===== config.mk =====
export PLATFORM = sky130hd
export DESIGN_NAME = regfile_access_ctrl
export DESIGN_NICKNAME = d
export VERILOG_FILES = /design/src/rtl/regfile_access_ctrl.sv
export SDC_FILE = /design/constraint.sdc
export NUM_CORES = 1
export LEC_CHECK = 0
export CAP_MARGIN = 5
export CORE_AREA = 2 2 90 92
export CTS_CLUSTER_DIAMETER = 40
export CTS_CLUSTER_SIZE = 25
export DETAILED_ROUTE_END_ITERATION = 8
export DIE_AREA = 0 0 92 94
export GPL_ROUTABILITY_DRIVEN = 0
export PLACE_DENSITY_LB_ADDON = 0.3
export SKIP_CTS_REPAIR_TIMING = 1
export SLEW_MARGIN = 20
export SYNTH_ARGS = -nofsm -noshare
export SYNTH_HDL_FRONTEND = slang
export SYNTH_SLANG_ARGS = --single-unit

===== constraint.sdc =====
create_clock -name clk -period 3 [get_ports clk]
set_input_delay 0.45 -clock clk [delete_from_list [all_inputs] [get_ports clk]]
set_output_delay 0.45 -clock clk [all_outputs]
set_load 0.1 [all_outputs]

===== src/rtl/regfile_access_ctrl.sv =====
// Register-file access controller.
// Arbitrates two writeback sources (ALU on wb0, load unit on wb1) onto the single
// register-file write port. Also sequences four-phase debug accesses: drain the
// pending writebacks, take over the rs1 read port and the write port for one cycle,
// then hold the acknowledge until the debugger releases its request.
module regfile_access_ctrl #(
  parameter int RR_ENABLE = 1
) (
  input  logic        clk,
  input  logic        reset,
  // ALU writeback
  input  logic        wb0_valid,
  output logic        wb0_ready,
  input  logic [4:0]  wb0_rd,
  input  logic [31:0] wb0_data,
  // Load-unit writeback
  input  logic        wb1_valid,
  output logic        wb1_ready,
  input  logic [4:0]  wb1_rd,
  input  logic [31:0] wb1_data,
  // Debug access port
  input  logic        dbg_req,
  input  logic        dbg_we,
  input  logic [4:0]  dbg_addr,
  input  logic [31:0] dbg_wdata,
  output logic        dbg_ack,
  output logic [31:0] dbg_rdata,
  // Register-file read port 1
  input  logic [4:0]  core_rs1,
  output logic [4:0]  rf_rs1,
  input  logic [31:0] rf_rd1,
  // Register-file write port
  output logic [4:0]  rf_writeReg,
  output logic [31:0] rf_writeData,
  output logic        rf_regWrite,
  // Core issue hold
  output logic        core_stall
);

  typedef enum logic [1:0] {
    IDLE   = 2'd0,
    DRAIN  = 2'd1,
    ACCESS = 2'd2,
    ACK    = 2'd3
  } state_e;

  localparam logic RR_MODE = (RR_ENABLE != 0);

  state_e      state_q;
  logic        dbg_ack_q;
  logic        core_stall_q;
  logic [31:0] dbg_rdata_q;
  // 1 = wb1 completed the most recent transfer, so wb0 wins the next contention.
  logic        last_wb1_q;
  logic        last_wb1_d;

  logic        arb_en;
  logic        wb0_first;
  logic        grant0;
  logic        grant1;
  logic        dbg_wr;

  // Debug sequencing FSM; acknowledge and stall are registered with the state.
  always_ff @(posedge clk) begin
    if (reset) begin
      state_q      <= IDLE;
      dbg_ack_q    <= 1'b0;
      core_stall_q <= 1'b0;
      dbg_rdata_q  <= '0;
    end else begin
      unique case (state_q)
        IDLE: begin
          if (dbg_req) begin
            state_q      <= DRAIN;
            core_stall_q <= 1'b1;
          end
        end
        DRAIN: begin
          // An abandoned request takes priority over starting the access.
          if (!dbg_req) begin
            state_q      <= IDLE;
            core_stall_q <= 1'b0;
          end else if (!wb0_valid && !wb1_valid) begin
            state_q <= ACCESS;
          end
        end
        ACCESS: begin
          // Read data sampled here is the pre-write value on a combined read/write.
          state_q     <= ACK;
          dbg_ack_q   <= 1'b1;
          dbg_rdata_q <= rf_rd1;
        end
        ACK: begin
          if (!dbg_req) begin
            state_q      <= IDLE;
            dbg_ack_q    <= 1'b0;
            core_stall_q <= 1'b0;
          end
        end
        default: begin
          state_q      <= IDLE;
          dbg_ack_q    <= 1'b0;
          core_stall_q <= 1'b0;
        end
      endcase
    end
  end

  // Writeback grant: only in IDLE/DRAIN, decided from the valids alone, and
  // suppressed while reset is asserted so nothing handshakes during reset.
  always_comb begin
    arb_en    = !reset && ((state_q == IDLE) || (state_q == DRAIN));
    wb0_first = RR_MODE ? last_wb1_q : 1'b0;
    grant0    = arb_en && wb0_valid && (!wb1_valid || wb0_first);
    grant1    = arb_en && wb1_valid && !grant0;
  end

  // Round-robin pointer follows completed transfers only (ready equals grant).
  always_comb begin
    last_wb1_d = last_wb1_q;
    if (grant0) begin
      last_wb1_d = 1'b0;
    end else if (grant1) begin
      last_wb1_d = 1'b1;
    end
  end

  // Last-grant pointer register; after reset wb0 wins the first contention.
  always_ff @(posedge clk) begin
    if (reset) begin
      last_wb1_q <= 1'b1;
    end else begin
      last_wb1_q <= last_wb1_d;
    end
  end

  // Write-port mux: debug write in ACCESS, otherwise the granted writeback.
  // A writeback to x0 still handshakes but never asserts the write enable.
  always_comb begin
    dbg_wr       = !reset && (state_q == ACCESS) && dbg_we && (dbg_addr != 5'd0);
    rf_regWrite  = 1'b0;
    rf_writeReg  = '0;
    rf_writeData = '0;
    if (dbg_wr) begin
      rf_regWrite  = 1'b1;
      rf_writeReg  = dbg_addr;
      rf_writeData = dbg_wdata;
    end else if (grant0) begin
      rf_regWrite  = (wb0_rd != 5'd0);
      rf_writeReg  = wb0_rd;
      rf_writeData = wb0_data;
    end else if (grant1) begin
      rf_regWrite  = (wb1_rd != 5'd0);
      rf_writeReg  = wb1_rd;
      rf_writeData = wb1_data;
    end
  end

  // Output drive; the registered flags are masked during the reset cycle itself.
  always_comb begin
    wb0_ready  = grant0;
    wb1_ready  = grant1;
    rf_rs1     = (state_q == ACCESS) ? dbg_addr : core_rs1;
    dbg_ack    = dbg_ack_q && !reset;
    core_stall = core_stall_q && !reset;
    dbg_rdata  = dbg_rdata_q;
  end

endmodule


==> results by group, run 1 <==
Outcome
  – Outcome: complete, no violations

Pwr
  – Peak VDD IR: ~0.37 mV
  – P_leak: just over 2 nW
  – PwrDens: roughly 370 mW/mm²
  – Total power: around 0.0019 W

STA
  – Hold Slack: 0.454 ns
  – Slew HR: between 60% and 70%
  – Max frequency: around 360 MHz
  – Tmin final: 2.81 ns
  – Setup TNS: 0 ns
  – Final setup vio count: 0
  – Layout Skew: approximately 0.0061 ns
  – Worst slew pin tran: roughly 0.57 ns
  – Max-slew violation count: 0
  – Final Cycle Share: between 90 and 100%
  – Unrepaired setup endpoints after global routing: false
  – Hold Fails Final Rpt: 0

Yosys
  – Post-Synth XOR/XNOR Area: 0%
  – Count of unique library cells instantiated by Yosys: 30
  – Fraction of registers with async set/reset: 0%
  – Syn Inst Count: approximately 280
  – Cell area after technology mapping: ~0.0022 mm²
  – Largest family of logic cells by synthesized area: simple AND/OR/NAND/NOR gates
  – Mapped Avg Cell Area: roughly 8 µm²
  – Post-Syn Nets: around 440
  – Post-Synth Simple-Gate Area: 31.4%
  – Post-synthesis compound-gate area fraction: 27.8%
  – Ys flop type: dfxtp_1
  – Seq/Total Area, Yosys: roughly 34%
  – Mux cell area share after synthesis: 0%
  – Yosys reg bits: 37
  – Number of enable flip-flop cells after synthesis: 0
  – Warnings from Yosys: 0
  – Adder-Cell Fraction of Synth Area: 0%

Worst hold path
  – Type of the tightest min-delay check: reg -> reg
  – Hold path start: dbg_rdata[23]$_SDFFE_PP0N_
  – Min-Delay Path Depth: 2
  – Hold path endpoint: dbg_rdata[23]$_SDFFE_PP0N_

Finish
  – Share of cells above drive strength 1: roughly a quarter
  – Fin util: ~66%
  – Area of the multi-input gates: around 0.0013 mm²
  – Filler cells: 631
  – Antenna Diode Count: 0
  – Layout net count: approximately 660
  – Syn-to-layout area delta: 130%
  – Reg area: between 700 and 800 µm²

Routing
  – DR iter-0 viols: ~160
  – Pre-Repair DR Iteration Count: 5
  – WL per Instance: between 15 and 20 µm
  – Drt drc: 0
  – Drt total wl: 10500 µm
  – Vias/cell: just over 5
  – ANT nets after route: 0
  – Vias: between 3000 and 4000

Global routing
  – Grt total ovfl: 0
  – Initial antenna violation count: 0
  – Largest net degree at the start of global routing: 42
  – First-pass GRT wire length: about 16000 µm
  – Total track usage: between 20 and 25%
  – Number of global-route vias before repair: just under 3000

Setup path
  – Crit end category: output port
  – Critical path startpoint: dbg_addr[1]
  – Critical path class: in -> out
  – Reg2Reg Depth: 4
  – Reg-to-reg slack, setup: between 1 and 1.5 ns
  – Critical path required time: between 2 and 3 ns
  – Worst Setup Start Kind: primary input
  – Worst path slowest cell: or4_4
  – Crit-path max cell delay: between 0.5 and 0.6 ns
  – RR Endpoint: dbg_rdata[5]$_SDFFE_PP0N_
  – Data arrival, critical path: around 2.4 ns
  – Critical path fanouts, max: 33
  – CP cell instances: clkdlybuf4s50_1, or4_4, o21a_4, a221o_2, buf_12

Clock network
  – Root Buffer: clkbuf_8
  – Clk slew on worst S/H paths: roughly 0.07 ns
  – Clock Path Buffers: 2
  – Clock net sink count: 37
  – Cts bufs inserted: 5
  – Latest clock arrival within the worst-skew pair: approximately 0.28 ns
  – H-tree depth: 2
  – CTS tree: built

Floorplan
  – Die Y: around 94 µm
  – Top Ports: between 200 and 250
  – Initial Utilization: roughly 29%
  – CORE AREA: 0.00761 mm²
  – FP Rows: 32
  – Die ar.: a little under 0.009 mm²
  – Die Width: approximately 92 µm

Placed design
  – Port Buf Inserts: about 230
  – Detailed Place HPWL: ~8400 µm

Run
  – Max Cap Viol: 0
==> metrics by stage <==
| stage | area [µm²] | instances | setup WS [ns] |
|---|---|---|---|
| after CTS | 5050 | 604 | 0.190 |
| final | 5050 | 604 | 0.193 |
| after floorplan | 2200 | 282 | 0.0540 |
| after detailed placement | 4970 | 597 | 0.194 |
| after global routing | 5050 | 604 | 0.143 |
| after global placement | 4970 | 597 | 0.211 |
==> state kept, by name (all words and copies together) (netlist names), named ones only <==
name          flops
dbg_ack_q         1
dbg_rdata        32
last_wb1_q        1
core_stall_q      1
state_q           1
==> cells by family after synthesis <==
kind of cell / count (synthesis)
buf+inv: 29
compound gates: 79
simple gates: 137
flops: 37
==> critical path: cells and delay by family <==
kind | cells | cell delay (ns)
AO/OA/AOI/OAI | 2 | 0.74
buffers and inverters | 2 | 0.61
AND/OR/NAND/NOR | 1 | 0.55
==> cells in the final DEF (no fill, tap or decap) <==
master           instances
or4_4                    1
o21a_4                   1
or3b_2                   1
nor2_1                   5
o21ai_0                  1
a211oi_1                 1
a221o_1                 35
nand2_1                 81
a221o_2                  3
clkbuf_1                 1
and2_2                   1
a2bb2oi_1                1
a211oi_2                 1
nor4b_4                  1
nor3_1                   3
nand2b_1                 1
and3_1                  18
and2_1                   5
dfxtp_1                 37
clkbuf_8                 5
and4bb_2                 1
buf_12                  48
buf_4                   39
and3_2                  15
o21bai_1                 1
clkinv_4                 1
nor2b_1                  3
inv_1                    2
nor2b_2                  1
clkdlybuf4s50_1        153
a21oi_1                 35
==> cell usage after synthesis, types with 2 or more instances <==
master	instances	area, µm²
buf_2	2	10.0
a21oi_1	35	175
a221o_2	3	33.8
a221o_1	35	350
nand2_1	81	304
and3_1	18	113
buf_6	4	45.0
nor2b_1	4	25.0
and3_2	15	113
a211oi_1	2	15.0
buf_1	4	15.0
and2_1	5	31.3
dfxtp_1	37	741
clkbuf_1	14	52.6
nor3_1	3	15.0
inv_1	2	7.51
nor2_1	5	18.8
==> how the worst max path moves through the flow <==
stage | to | slack [ns] | cells after the start
after CTS | rf_writeData[31] | 0.19 | 5
after floorplan | rf_writeReg[0] | 0.05 | 5
after global placement | rf_writeData[31] | 0.21 | 5
final | rf_writeData[31] | 0.19 | 5
after global routing | rf_writeData[2] | 0.14 | 5
after detailed placement | rf_writeData[31] | 0.19 | 5
==> per-layer routing <==
metal	vias to the layer above	global-route usage, %	share of wire [%]
met5	-	0	0
met4	0	9.08	3.1
met3	22	7.14	9.0
met2	161	42.5	50
met1	1394	24.3	37
li1	1463	-	-
==> where the power goes <==
part           internal, W  switching, W
Combinational     0.000431      0.000574
Sequential        0.000504    0.00000849
Clock             0.000161      0.000174
==> area by class of cell <==
cell class / count / share of cell area, %
tap: 102 / 2.53
clock buffer: 6 / 1.44
timing repair buffer: 240 / 55.2
multi-input combinational: 216 / 25.9
inverter: 2 / 0.149
clock inverter: 1 / 0.173
sequential: 37 / 14.7
Note: power is estimated with default switching activity, not from simulation.
==> run 2: changes to the inputs <==
--- a/config.mk
+++ b/config.mk
@@ -12,7 +12,7 @@
 export DETAILED_ROUTE_END_ITERATION = 8
 export DIE_AREA = 0 0 92 94
 export GPL_ROUTABILITY_DRIVEN = 0
-export PLACE_DENSITY_LB_ADDON = 0.3
+export PLACE_DENSITY = 0.81
 export SKIP_CTS_REPAIR_TIMING = 1
 export SLEW_MARGIN = 20
 export SYNTH_ARGS = -nofsm -noshare
==> constraint.sdc (replaced) <==
create_clock -name clk -period 3 [get_ports clk]
set_input_delay 0.45 -clock clk [delete_from_list [all_inputs] [get_ports clk]]
set_output_delay 0.45 -clock clk [all_outputs]
set_load 0.01 [all_outputs]
==> run 2 against run 1 <==
  * Design area down 4.7%
  * Register-to-register slack better by 0.18 ns
  * Non-clock buffer count up 5
  * Die area unchanged
  * Largest cell class unchanged
  * Cell count up 1.3%
  * Sequential power about the same
  * Highest routed layer unchanged
  * Clock power up 4%
  * Critical path depth unchanged
  * Wire length up 2.2%
  * Core utilization down 3.1 points
  * Flip-flop and latch count unchanged
==> results by group, run 2 (synthesis results as in run 1) <==
Outcome
  – Outcome: complete, no violations

Worst hold path
  – Type of the tightest min-delay check: reg -> reg
  – Hold path start: dbg_rdata[2]$_SDFFE_PP0N_
  – Min-Delay Path Depth: 2 (unchanged)
  – Hold path endpoint: dbg_rdata[2]$_SDFFE_PP0N_

Global routing
  – Grt total ovfl: 0 (unchanged)
  – Number of global-route vias before repair: 2909 (-2.3%)
  – Initial antenna violation count: 0 (unchanged)
  – Largest net degree at the start of global routing: 36 (-14%)
  – First-pass GRT wire length: 15400 µm (-2.1%)
  – Total track usage: 22.3% (-0.64 points)

Clock network
  – Latest clock arrival within the worst-skew pair: 0.28 ns (about the same)
  – CTS tree: built
  – H-tree depth: 2 (unchanged)
  – Cts bufs inserted: 5 (unchanged)
  – Clk slew on worst S/H paths: 0.07 ns (about the same)
  – Clock Path Buffers: 2 (unchanged)
  – Root Buffer: clkbuf_8
  – Clock net sink count: 37 (unchanged)

Pwr
  – P_leak: 2.21 nW (+6.6%)
  – Peak VDD IR: 0.238 mV (-35%)
  – PwrDens: 281 mW/mm² (-23%)

Floorplan
  – Die Width: 92 µm (unchanged)
  – Top Ports: 233 (unchanged)
  – CORE AREA: 0.00761 mm² (unchanged)
  – Die ar.: 0.00865 mm² (unchanged)
  – Initial Utilization: 28.9% (unchanged)
  – Die Y: 94 µm (unchanged)
  – FP Rows: 32 (unchanged)

Routing
  – Met3 wire length: 967 µm (+2.8%)
  – DR iter-0 viols: 108 (-30%)
  – Wl on met1: 4260 µm (+8.2%)
  – WL per Instance: 17.5 µm (+0.87%)
  – Vias/cell: 5.01 (-0.43%)
  – Vias: 3067 (+0.89%)
  – Drt drc: 0 (unchanged)
  – DR top layer: met4
  – Met2 wire length: 5360 µm (+1.2%)
  – ANT nets after route: 0 (unchanged)
  – Pre-Repair DR Iteration Count: 4 (-1)
  – Drt total wl: 10700 µm (+2.2%)

Setup path
  – Reg2reg start: state_q[0]$_SDFFE_PP0P_
  – Critical path fanouts, max: 8 (-76%)
  – Reg2Reg Depth: 4 (unchanged)
  – Critical path class: in -> out
  – Critical path required time: 2.55 ns (about the same)
  – RR Endpoint: dbg_rdata[23]$_SDFFE_PP0N_
  – Crit end category: output port
  – Worst Setup Start Kind: primary input
  – Data arrival, critical path: 2.55 ns (+0.19 ns)
  – Reg-to-reg slack, setup: 1.44 ns (+0.18 ns)

Finish
  – Most common library cell in the layout ignoring fill and taps: clkdlybuf4s50_1
  – Filler cells: 638 (+1.1%)
  – Max FFs per register: 32 (unchanged)
  – Non-filler instance count after layout: 612 (+1.3%)
  – Antenna Diode Count: 0 (unchanged)
  – Share of cells above drive strength 1: 9.41% (-14 points)
  – Syn-to-layout area delta: 119%
  – Most frequent cells in the layout: clkdlybuf4s50_1 (206), nand2_1 (81), dfxtp_1 (37)
  – Layout net count: 664 (+1.2%)

STA
  – Worst slew pin tran: 0.502 ns (-0.0701 ns)
  – Tmin final: 3.00 ns (+0.192 ns)
  – Final setup vio count: 0 (unchanged)
  – Layout Skew: 0.00652 ns (+0.000438 ns)
  – Hold Fails Final Rpt: 0 (unchanged)
  – Max-slew violation count: 0 (unchanged)
  – Final Cycle Share: 100% (+6.4 points)
  – Slew HR: 66.5% (+4.8 points)
  – Smallest setup slack after layout: 0.000567 ns (-0.192 ns)
  – Max frequency: 333 MHz (-6.4%)

Run
  – Max Cap Viol: 0 (unchanged)

Placed design
  – Placed cell count: 602 (+0.84%)
  – Detailed Place HPWL: 8100 µm (-3.1%)
  – DP Worst Slack: -0.0511 ns (-0.245 ns)
  – Port Buf Inserts: 232 (unchanged)
## run 2: cell types whose count changed in the layout (fill, tap and decap cells not counted), sizes merged
cell / before / now
buf: 87 / 13
clkbuf: 6 / 7
clkdlybuf4s50: 153 / 206
clkinv: 1 / 0
dlymetal6s2s: 0 / 26
o21a: 1 / 4
## run 2: where the power goes
| group | switching [W] | internal (W) | total (W) |
|---|---|---|---|
| Clock | 0.000165 | 0.000182 | 0.000347 |
| Sequential | 0.00000816 | 0.000504 | 0.000512 |
| Combinational | 0.000166 | 0.000329 | 0.000494 |
| Total | 0.000339 | 0.00101 | 0.00135 |
## run 2: cell type report
class,instances,area [µm²],area share [%]
well taps,102,128,2.65
inverters,2,7.51,0.156
multi-input cells,219,1350,28.1
flip-flops and latches,37,741,15.4
repair buffers,245,2500,51.9
clock buffers,7,86.3,1.79
## run 2: layer usage
layer  track usage, %  up-vias
li1                 -     1483
met1             26.7     1419
met2             39.3      151
met3             6.50       14
met4             5.60        0
met5                0        -
## run 2: stage by stage
stage | instance area, µm² | hold WS [ns] | setup TNS, ns | util, % | power [W]
global placement | 4620 | 0.441 | -0.0713 | 60.7 | 0.00101
detailed placement | 4620 | 0.449 | -0.462 | 60.7 | 0.00102
CTS | 4700 | 0.457 | -0.748 | 61.8 | 0.00137
global route | 4810 | 0.475 | -0.0425 | 63.3 | 0.00142
finish | 4810 | 0.454 | 0 | 63.3 | 0.00135
floorplan | 2200 | 0.449 | 0 | - | 0.000675
## run 2: critical path, stage by stage
cell and delay [ns]:
clkdlybuf4s50_1 0.44, or4_4 0.60, o21a_4 0.27, a221o_1 0.31
clkdlybuf4s50_1 0.48
## run 2: how the worst max path moves through the flow
stage / end / depth (start not counted) / from / slack, ns
global route: rf_writeData[26] / 5 / dbg_addr[1] / -0.03
CTS: rf_writeData[9] / 5 / dbg_addr[1] / -0.07
finish: rf_writeData[26] / 5 / dbg_addr[1] / 0.0006
floorplan: rf_writeData[10] / 4 / dbg_addr[1] / 0.90
global placement: rf_writeData[8] / 5 / dbg_addr[1] / -0.03
detailed placement: rf_writeData[31] / 5 / dbg_addr[1] / -0.05
==> run 3: changes to the inputs <==
--- a/config.mk
+++ b/config.mk
@@ -5,14 +5,17 @@
 export SDC_FILE = /design/constraint.sdc
 export NUM_CORES = 1
 export LEC_CHECK = 0
+export ABC_AREA = 0
 export CAP_MARGIN = 5
-export CORE_AREA = 2 2 90 92
+export CELL_PAD_IN_SITES_DETAIL_PLACEMENT = 0
+export CELL_PAD_IN_SITES_GLOBAL_PLACEMENT = 1
+export CORE_ASPECT_RATIO = 1.75
+export CORE_UTILIZATION = 19
 export CTS_CLUSTER_DIAMETER = 40
 export CTS_CLUSTER_SIZE = 25
 export DETAILED_ROUTE_END_ITERATION = 8
-export DIE_AREA = 0 0 92 94
 export GPL_ROUTABILITY_DRIVEN = 0
-export PLACE_DENSITY = 0.81
+export PLACE_DENSITY_LB_ADDON = 0.1
 export SKIP_CTS_REPAIR_TIMING = 1
 export SLEW_MARGIN = 20
 export SYNTH_ARGS = -nofsm -noshare
==> run 3 against run 2 <==
  * Highest routed layer unchanged
  * Core utilization fell by 19 points
  * Design area increased by 3.6%
  * Sequential share of layout area fell by 0.54 points
  * Power is 19% higher
  * Flip-flop and latch count unchanged
  * Register-to-register slack worse by 0.17 ns
  * Non-clock buffer count grew 2
==> results by group, run 3 (synthesis results as in run 1) <==
Routing
  – Drt total wl: 11100 µm (+3.1%)
  – WL per Instance: 17.1 µm (-2.5%)
  – Vias: 3064 (-0.098%)
  – Drt drc: 0 (unchanged)
  – Vias/cell: 4.74 (-5.5%)
  – ANT nets after route: 0 (unchanged)
  – Pre-Repair DR Iteration Count: 4 (unchanged)
  – DR iter-0 viols: 78 (-28%)

Floorplan
  – Die Y: 144 µm (+53%)
  – Die Width: 83.3 µm (-9.5%)
  – Initial Utilization: 19.7% (-9.2 points)
  – CORE AREA: 0.0112 mm² (+47%)
  – Die ar.: 0.0120 mm² (+39%)
  – FP Rows: 51 (+59%)
  – Top Ports: 233 (unchanged)

Global routing
  – Largest net degree at the start of global routing: 40 (+11%)
  – Total track usage: 16.8% (-5.6 points)
  – Initial antenna violation count: 0 (unchanged)
  – Number of global-route vias before repair: 2881 (-0.96%)
  – Grt total ovfl: 0 (unchanged)
  – First-pass GRT wire length: 15800 µm (+2.7%)

Setup path
  – Critical path class: in -> out
  – Critical path required time: 2.55 ns (about the same)
  – Worst Setup Start Kind: primary input
  – Critical path fanouts, max: 5 (-3)
  – Data arrival, critical path: 2.52 ns (-0.03 ns)
  – Crit end category: output port

STA
  – Layout Skew: 0.00735 ns (+0.000827 ns)
  – Smallest setup slack after layout: 0.0326 ns (+0.0321 ns)
  – Tmin final: 2.97 ns (-0.0321 ns)
  – Max frequency: 337 MHz (+1.1%)
  – Worst slew pin tran: 0.546 ns (+0.0444 ns)
  – Hold Fails Final Rpt: 0 (unchanged)
  – Unrepaired setup endpoints after global routing: false
  – Slew HR: 63.6% (-3.0 points)
  – Final Cycle Share: 98.9% (-1.1 points)
  – Max-slew violation count: 0 (unchanged)
  – Final setup vio count: 0 (unchanged)

Finish
  – Syn-to-layout area delta: 127%
  – Layout net count: 667 (+0.45%)
  – Fin util: 44.7% (-19 points)
  – Most frequent cells in the layout: clkdlybuf4s50_1 (200), nand2_1 (81), dfxtp_1 (37)
  – Most common library cell in the layout ignoring fill and taps: clkdlybuf4s50_1
  – Finished Cell Area: 0.00499 mm² (+3.6%)
  – Share of cells above drive strength 1: 10.5% (+1.1 points)
  – Max FFs per register: 32 (unchanged)
  – Non-filler instance count after layout: 647 (+5.7%)

Pwr
  – P_leak: 2.34 nW (+6.0%)
  – Peak VDD IR: 0.398 mV (+67%)
  – PwrDens: 324 mW/mm² (+15%)

Placed design
  – Detailed Place HPWL: 7980 µm (-1.5%)
  – DP Worst Slack: -0.0703 ns (-0.0192 ns)
  – Placed cell count: 629 (+4.5%)
  – Placed cell areas: 0.00464 mm² (+0.49%)
  – Port Buf Inserts: 232 (unchanged)

Clock network
  – Clock net sink count: 37 (unchanged)
  – Clock Path Buffers: 2 (unchanged)
  – CTS tree: built
  – Clk slew on worst S/H paths: 0.06 ns (about the same)
  – Latest clock arrival within the worst-skew pair: 0.29 ns (about the same)
  – H-tree depth: 2 (unchanged)
  – Cts bufs inserted: 5 (unchanged)
  – Root Buffer: clkbuf_16

Run
  – Max Cap Viol: 0 (unchanged)

Worst hold path
  – Type of the tightest min-delay check: reg -> reg

Outcome
  – Outcome: complete, no violations
==> run 3: changes by cell type in the layout (fill, tap and decap cells not counted) <==
| cell | delta |
|---|---|
| clkbuf_16 | +5 |
| clkbuf_8 | -6 |
| buf_2 | +1 |
| clkinv_4 | +1 |
| buf_12 | +1 |
| clkinvlp_4 | +1 |
| clkdlybuf4s50_1 | -6 |
| clkbuf_1 | -1 |
| o21a_4 | +1 |
| dlymetal6s2s_1 | +5 |
| bufinv_16 | +1 |
| buf_4 | +1 |
| diode_2 | +1 |
==> run 3: stage by stage <==
step | power [W] | setup TNS [ns] | hold WS (ns)
after floorplan | 0.000675 | 0 | 0.449
after global placement | 0.00102 | -0.509 | 0.441
after detailed placement | 0.00102 | -0.943 | 0.446
after CTS | 0.00165 | -1.18 | 0.455
after global routing | 0.00170 | 0 | 0.467
final | 0.00162 | 0 | 0.452
==> run 3: final timing paths <==
| kind | start | to | slack [ns] | depth (start not counted) |
|---|---|---|---|---|
| max reg2reg | flop | dbg_rdata[22]$_SDFFE_PP0N_ | 1.27 | 4 |
| min reg2reg | dbg_rdata[17]$_SDFFE_PP0N_ | dbg_rdata[17]$_SDFFE_PP0N_ | 0.45 | 2 |
| min | dbg_rdata[17]$_SDFFE_PP0N_ | dbg_rdata[17]$_SDFFE_PP0N_ | 0.45 | 2 |
| max | dbg_addr[3] | rf_writeData[23] | 0.03 | 5 |
==> run 3: metal layers <==
metal / global-route usage, % / wire length, µm
met2: 32.0 / 6150
met3: 4.62 / 942
met1: 17.1 / 3730
met5: 0 / 0
met4: 6.62 / 235
==> run 3: worst max-delay path, stage by stage <==
cell	delay, ns
clkdlybuf4s50_1	0.42
or4_4	0.62
o21a_4	0.26
a221o_1	0.29
clkdlybuf4s50_1	0.48
==> run 3: cell type report <==
class | count | area (µm²)
multi-input combinational | 220 | 1370
clock buffer | 5 | 125
tap | 132 | 165
timing repair buffer | 247 | 2530
antenna | 1 | 2.50
fill | 1104 | 6180
inverter | 2 | 7.51
sequential | 37 | 741
clock inverter | 3 | 46.3
==> run 3: report_power, final <==
part | switching, W | leakage (nW) | internal [W]
clock network | 0.000218 | 0.0800 | 0.000393
logic | 0.000164 | 1.96 | 0.000327
registers | 0.00000817 | 0.300 | 0.000504
total | 0.000391 | 2.34 | 0.00122
